`config.mk`:
```
export PLATFORM = sky130hd
export DESIGN_NAME = radix4_booth_wallace32
export DESIGN_NICKNAME = d
export VERILOG_FILES = /design/src/rtl/radix4_booth_wallace32.sv
export SDC_FILE = /design/constraint.sdc
export NUM_CORES = 2
export LEC_CHECK = 0
export CAP_MARGIN = 20
export CORE_MARGIN = 1
export CORE_UTILIZATION = 54
export DETAILED_ROUTE_END_ITERATION = 12
export MAX_ROUTING_LAYER = met4
export PLACE_DENSITY = 0.8
export SLEW_MARGIN = 20
export SYNTH_ARGS = -nofsm -noshare
export SYNTH_HDL_FRONTEND = slang
export SYNTH_SLANG_ARGS = --single-unit
```
`constraint.sdc`:
```
create_clock -name clk -period 2.65 [get_ports clk]
set_input_delay 0.53 -clock clk [delete_from_list [all_inputs] [get_ports clk]]
set_output_delay 0.53 -clock clk [all_outputs]
set_load 0.05 [all_outputs]
```
`src/rtl/radix4_booth_wallace32.sv`:
```
// 32x32->64 signed/unsigned multiplier: radix-4 Booth rows, 3:2 carry-save Wallace tree, one final adder.
// Latency 1 cycle (2 cycles when BOOTH_INPUT_REG_EN is defined); a new operand pair every cycle.
// No backpressure: no handshake, never stalls, out is registered.
//
// Ports:
//   clk          rising-edge clock
//   rst          asynchronous active-high reset, clears every flop (out = 0 while held)
//   signedFlag   1 = two's-complement operands, 0 = unsigned; travels with its operand pair
//   multiplicand operand X
//   multiplier   operand Y
//   out          registered 64-bit product X*Y
//
// Build option: define BOOTH_INPUT_REG_EN to register the operands and signedFlag
// ahead of the Booth encoder (adds one cycle of latency, same arithmetic).

module radix4_booth_wallace32 #(
  parameter int M = 32
) (
  input  logic           clk,
  input  logic           rst,
  input  logic           signedFlag,
  input  logic [M-1:0]   multiplicand,
  input  logic [M-1:0]   multiplier,
  output logic [2*M-1:0] out
);

  localparam int PP    = (M + 2) / 2;  // Booth rows
  localparam int XW    = M + 2;        // extended operand width
  localparam int PW    = M + 3;        // width of +/-2X
  localparam int OW    = 2 * M;        // product width
  localparam int NROWS = PP + 2;       // Booth rows + negate-bit row + sign constant row

  // Rows left after applying l levels of 3:2 compression to n rows.
  function automatic int rows_after(input int n, input int l);
    int c;
    c = n;
    for (int k = 0; k < l; k++) c = c - c / 3;
    return c;
  endfunction

  function automatic int levels_for(input int n);
    int c;
    int lv_cnt;
    c = n;
    lv_cnt = 0;
    while (c > 2) begin
      c = c - c / 3;
      lv_cnt = lv_cnt + 1;
    end
    return lv_cnt;
  endfunction

  // Each row's sign extension is replaced by its inverted sign bit at weight
  // 2^(XW+2i); this constant subtracts the 2^(XW+2i) terms that trick introduces.
  function automatic logic [OW-1:0] sext_const();
    logic [OW-1:0] k;
    k = '0;
    for (int i = 0; i < PP; i++) begin
      if (XW + 2 * i < OW) k = k + (OW'(1) << (XW + 2 * i));
    end
    return ~k + OW'(1);
  endfunction

  localparam int              LEVELS = levels_for(NROWS);
  localparam logic [OW-1:0]   K_SEXT = sext_const();

  // ---------------------------------------------------------------- operand stage
  logic [M-1:0] x_op;
  logic [M-1:0] y_op;
  logic         sgn_op;

`ifdef BOOTH_INPUT_REG_EN
  logic [M-1:0] x_q;
  logic [M-1:0] y_q;
  logic         sgn_q;

  always_ff @(posedge clk or posedge rst) begin
    if (rst) begin
      x_q   <= '0;
      y_q   <= '0;
      sgn_q <= 1'b0;
    end else begin
      x_q   <= multiplicand;
      y_q   <= multiplier;
      sgn_q <= signedFlag;
    end
  end

  assign x_op   = x_q;
  assign y_op   = y_q;
  assign sgn_op = sgn_q;
`else
  assign x_op   = multiplicand;
  assign y_op   = multiplier;
  assign sgn_op = signedFlag;
`endif

  // ---------------------------------------------------------------- Booth rows
  logic [XW-1:0] xe;
  logic [XW:0]   yb;       // extended Y with the implicit y[-1]=0 appended at the bottom
  logic [OW-1:0] neg_bits;
  logic [OW-1:0] lv [LEVELS+1][NROWS];

  assign xe = sgn_op ? {{2{x_op[M-1]}}, x_op} : {2'b00, x_op};
  assign yb = sgn_op ? {{2{y_op[M-1]}}, y_op, 1'b0} : {2'b00, y_op, 1'b0};

  for (genvar i = 0; i < PP; i++) begin : g_pp
    logic [2:0]    trip;
    logic          one;
    logic          two;
    logic          neg;
    logic [PW-1:0] mag;
    logic [PW-1:0] sel;

    assign trip = yb[2*i+2 -: 3];
    assign neg  = trip[2];
    assign one  = trip[1] ^ trip[0];
    assign two  = (trip == 3'b011) || (trip == 3'b100);
    assign mag  = one ? {xe[XW-1], xe} : (two ? {xe, 1'b0} : '0);
    // One's complement here; the +1 completing the negation rides in neg_bits.
    assign sel  = neg ? ~mag : mag;

    assign lv[0][i] = OW'({~sel[PW-1], sel[PW-2:0]}) << (2 * i);

    assign neg_bits[2*i]   = neg;
    assign neg_bits[2*i+1] = 1'b0;
  end

  assign neg_bits[OW-1:2*PP] = '0;
  assign lv[0][PP]           = neg_bits;
  assign lv[0][PP+1]         = K_SEXT;

  // ---------------------------------------------------------------- Wallace tree
  // Each level groups rows in threes through word-wide full adders; leftover
  // rows pass straight down. Unused slots are tied to zero.
  for (genvar l = 0; l < LEVELS; l++) begin : g_lvl
    localparam int NI = rows_after(NROWS, l);
    localparam int NG = NI / 3;
    localparam int NO = NI - NG;

    for (genvar g = 0; g < NG; g++) begin : g_csa
      assign lv[l+1][2*g]   = lv[l][3*g] ^ lv[l][3*g+1] ^ lv[l][3*g+2];
      assign lv[l+1][2*g+1] = ((lv[l][3*g]   & lv[l][3*g+1]) |
                               (lv[l][3*g]   & lv[l][3*g+2]) |
                               (lv[l][3*g+1] & lv[l][3*g+2])) << 1;
    end

    for (genvar k = 0; k < NI - 3 * NG; k++) begin : g_pass
      assign lv[l+1][2*NG+k] = lv[l][3*NG+k];
    end

    for (genvar z = NO; z < NROWS; z++) begin : g_zero
      assign lv[l+1][z] = '0;
    end
  end

  for (genvar z = NROWS; z < NROWS; z++) begin : g_unused
  end

  // ---------------------------------------------------------------- final adder + output register
  logic [OW-1:0] prod_d;
  logic [OW-1:0] prod_q;

  assign prod_d = lv[LEVELS][0] + lv[LEVELS][1];

  always_ff @(posedge clk or posedge rst) begin
    if (rst) prod_q <= '0;
    else     prod_q <= prod_d;
  end

  assign out = prod_q;

endmodule

```
==> results of run 1 <==
repair_timing:
action                     in CTS
cloned                         12
setup endpoints to repair      62
pin swaps                     279
resized for setup             517
buffers inserted              131
hold buffers                    0
cells by family after synthesis:
logic type / after synthesis / share of synthesized area, %
AOI/OAI and AO/OA: 820 / 18.9
xor gates and xnor gates: 577 / 16.6
adders and majority gates: 758 / 43.1
buffers and inverters: 905 / 11.3
DFF: 64 / 5.28
muxes: 15 / 0.495
and+or+nand+nor: 282 / 4.23
synthesized netlist by cell type, drive strengths merged (3+ instances only):
master	count
inv	555
xnor2	521
fa	478
a22oi	465
ha	280
clkbuf	279
nand2	109
a21oi	93
o21ai	88
nor2	83
buf	67
dfrtp	64
xor2	56
o21a	37
o31ai	33
a21o	25
nand4	22
nand3	21
a31oi	16
mux2i	15
o21bai	15
nor3	12
o211ai	9
and3	8
o22ai	8
nor2b	7
a211oi	5
nand2b	5
a21boi	4
clkinv	4
o31a	4
and2	3
and4	3
nor4	3
stage by stage:
stage | worst slack [ns] | hold slack, ns | utilization (%)
2_1_floorplan | -4.40 | 0.749 | -
3_3_place_gp | -5.41 | 0.858 | 67.2
3_5_place_dp | -5.56 | 0.858 | 67.2
4_1_cts | -4.20 | 0.479 | 73.9
per-layer routing:
layer  global-route usage (%)  GRT overflow
met1                     58.8             0
met2                     75.2             3
met3                     46.7             0
met4                     54.1             0
met5                        -             -
==> results.toml, run 1 <==
[logic_synthesis]
synthesis.nets = 4246
avgSynthCellArea_um2 = 8.87
ys_async_sr_fraction_pct = 100
syn-instance-count = 3421
netlist_area_mm2 = 0.0304
yosys_warnings = 0
yosysSeqAreaShare_pct = 5.28
yosys.area.top_type = "fa_1"
ys_ff_latch = 64
synth_cell_type_count = 67
synth_ff_type = "dfrtp_1"
yosys-top-cells-area = "fa_1 32%, xnor2_1 15%, ha_1 12%"
synth.top_cell.area_share_pct = 31.5
synth_edf_count = 0

[clock_network]
htree_levels = 3
cts_buffer_depth = 2
root_buffer = "clkbuf_16"
clock_sinks = 64
cts_buffers = 9

[timing]
worstEpCategory = "register input"
grt-worst-endpoint = "out[63]$_DFF_PP0_/D"

[status]
status = "stopped before the end"
error_line = "[ERROR GRT-0232] Routing congestion too high. Check the congestion heatmap in the GUI."
lastStage = "global routing"

[place]
io_buffers = 130
place.gp.congestion = 1.03
dpl.hpwl_um = 82500
dpl_cell_area_mm2 = 0.0372
place_inst = 4519

[floorplanning]
io_pins = 131
die_w_um = 239
rows = 86
die_height_um = 239
start_util_pct = 54.9

[global_route]
globalRouteTotalUtil_pct = 60.3
grt_max_degree = 49
grt-ovfl-total = 3
==> run 2, diff against run 1 <==
CORE_UTILIZATION = 39   (was 54)
MAX_ROUTING_LAYER = default   (was met4)
PLACE_DENSITY = default   (was 0.8)
PLACE_DENSITY_LB_ADDON = 0.15   (was default)
==> run 2 against run 1 <==
- the flow now finishes, with violations (setup timing)
- area after synthesis unchanged
- synthesized cell count is the same
==> results.toml, run 2 <==
[logic_synthesis]
yosysSeqAreaShare_pct = 5.28
synth_compound_area_share_pct = 18.9
yosys.area.top_type = "fa_1"
synth.top_cell.area_share_pct = 31.5
syn-instance-count = 3421
synth_fa_ha_area_share_pct = 43.1
synth_ff_type = "dfrtp_1"
ys_async_sr_fraction_pct = 100
avgSynthCellArea_um2 = 8.87
synth_xor_area_share_pct = 16.6
synth.area.mux_share_pct = 0.495
synth_edf_count = 0
ys_ff_latch = 64
yosys-top-cells-area = "fa_1 32%, xnor2_1 15%, ha_1 12%"
synthesis.nets = 4246
yosysMostFrequentCell = "inv_1"
netlist_area_mm2 = 0.0304
ys_top_cells_by_count = "547 x inv_1, 521 x xnor2_1, 478 x fa_1"
yosys_warnings = 0
synth_cell_type_count = 67
synthSimpleGateAreaFrac_pct = 4.23
synth_top_family_by_area = "adder cells"

[setup_path]
worst-path-max-fanout = 6
cp_common_cell = "fa_2"
slowest_stage = "fa_2"
worst_setup_path_end_kind = "flip-flop"
cp.arrival_ns = 7.08
path_buf_inv = 9
critPathRequiredTime_ns = 2.89
start_kind = "input pin"
crit_type = "in -> reg"
cpLargestDelayFamily = "adder cells"
crit_path_max_incr_delay_ns = 0.62

[clock_network]
cts_buffers = 9
clock_sinks = 64
cts_tree = "built"
root_buffer = "clkbuf_16"
clk_pin_slew_ns = 0.06
htree_levels = 3
cts_buffer_depth = 2

[global_route]
met1_usage_pct = 35.9
grt_use_met2_pct = 53.2
grtUsageMet3_pct = 3.17
top_usage_layer = "met2"
grt_pass1_wl_um = 180000
globalRouteTotalUtil_pct = 30.4
grt_pass1_vias = 29608
grt_max_degree = 48
grt-ovfl-total = 0
antenna_found_initial = 2

[status]
violations = "setup timing"
status = "finished, violations left"

[floorplanning]
core_area_mm2 = 0.0765
die_height_um = 281
io_pins = 131
start_util_pct = 39.7
rows = 101
die_area_mm2 = 0.0790
die_w_um = 281

[place]
io_buffers = 130
pre_cts_ws_ns = -5.34
dpl_cell_area_mm2 = 0.0386
place.gp.congestion = 0.964
dpl.hpwl_um = 96300

[final_layout]
final_common_cell = "buf_4"
fin_util_pct = 57.1
final_nets = 4848
area_growth_pct = 43.9
final_cell_mix = "588 x buf_4, 500 x inv_1, 453 x xnor2_1"
drive_gt1_share_pct = 36.4
largest_register_ffs = 64
num-fill-cells = 6644
final_cell_area_mm2 = 0.0437

[drt]
wl_per_cell_um = 24.0
drc = 0
first_pass_iters = 6
wl_um = 121000
via_per_inst = 5.55
first_iter_violations = 2089
num_vias = 28093
postRouteAntennaNets = 0

[timing]
drv_slew = 0
min_period_ns = 6.85
tightest_slew_ns = 0.662
fin_crit_sh_pct = 258
rsz0062_at_grt = "true"
relSlewSlack_pct = 55.8
timing.fmax_ghz = 0.146
setup_slack_ns = -4.20
fin_tns_setup_ns = -207.45
finalHoldViolCount = 0
setup_viol = 61

[hold_path]
min_path_type = "in -> async"

[job]
drv_cap = 0
==> run 2: path summary, 6_finish.rpt <==
path | startpoint | end | slack (ns) | depth (start not counted)
max | multiplier[21] | out[63]$_DFF_PP0_ | -4.20 | 26
max in group asynchronous | rst | out[61]$_DFF_PP0_ | 1.57 | 3
min in group clk | multiplier[1] | out[0]$_DFF_PP0_ | 0.48 | 3
min | rst | out[7]$_DFF_PP0_ | 0.48 | 2
==> run 2: metal layers <==
layer	vias up	routed length, um
met3	291	6610
met1	14281	45600
met5	-	13
li1	12418	-
met2	1101	60800
met4	2	8250
==> run 2: cell families after synthesis <==
family	Yosys count
mux	15
flops	64
buf+inv	905
xor+xnor	577
simple gates	282
fa+ha+maj	758
compound gates	820
==> run 2: cell type report <==
type / count / area [um^2] / share of cell area [%]
clock buffers: 9 / 225 / 0.516
inverters: 559 / 2220 / 5.08
flip-flops and latches: 64 / 1600 / 3.67
clock inverters: 7 / 95.1 / 0.218
repair buffers: 936 / 9310 / 21.3
well taps: 1030 / 1290 / 2.95
diodes: 1 / 2.50 / 0.00573
multi-input cells: 2453 / 28900 / 66.3
==> run 2: what timing repair did <==
| item | in CTS | in global routing |
|---|---|---|
| endpoints found under the setup margin | 62 | 61 |
| gates resized for setup | 585 | 247 |
| buffers inserted | 108 | 45 |
| hold buffers | 0 | 0 |
| gates cloned | 7 | 4 |
| pin swaps | 305 | 245 |
==> run 2: through the flow <==
stage,cells,hold WS [ns]
detailed placement,4895,0.879
finish,5059,0.479
floorplan,3421,0.749
global route,5059,0.474
global placement,4895,0.877
CTS,5022,0.462
Power of run 2 is left out: the tool's default activity adds up to more than one toggle a clock period on the data nets, which glitch-free logic cannot reach.
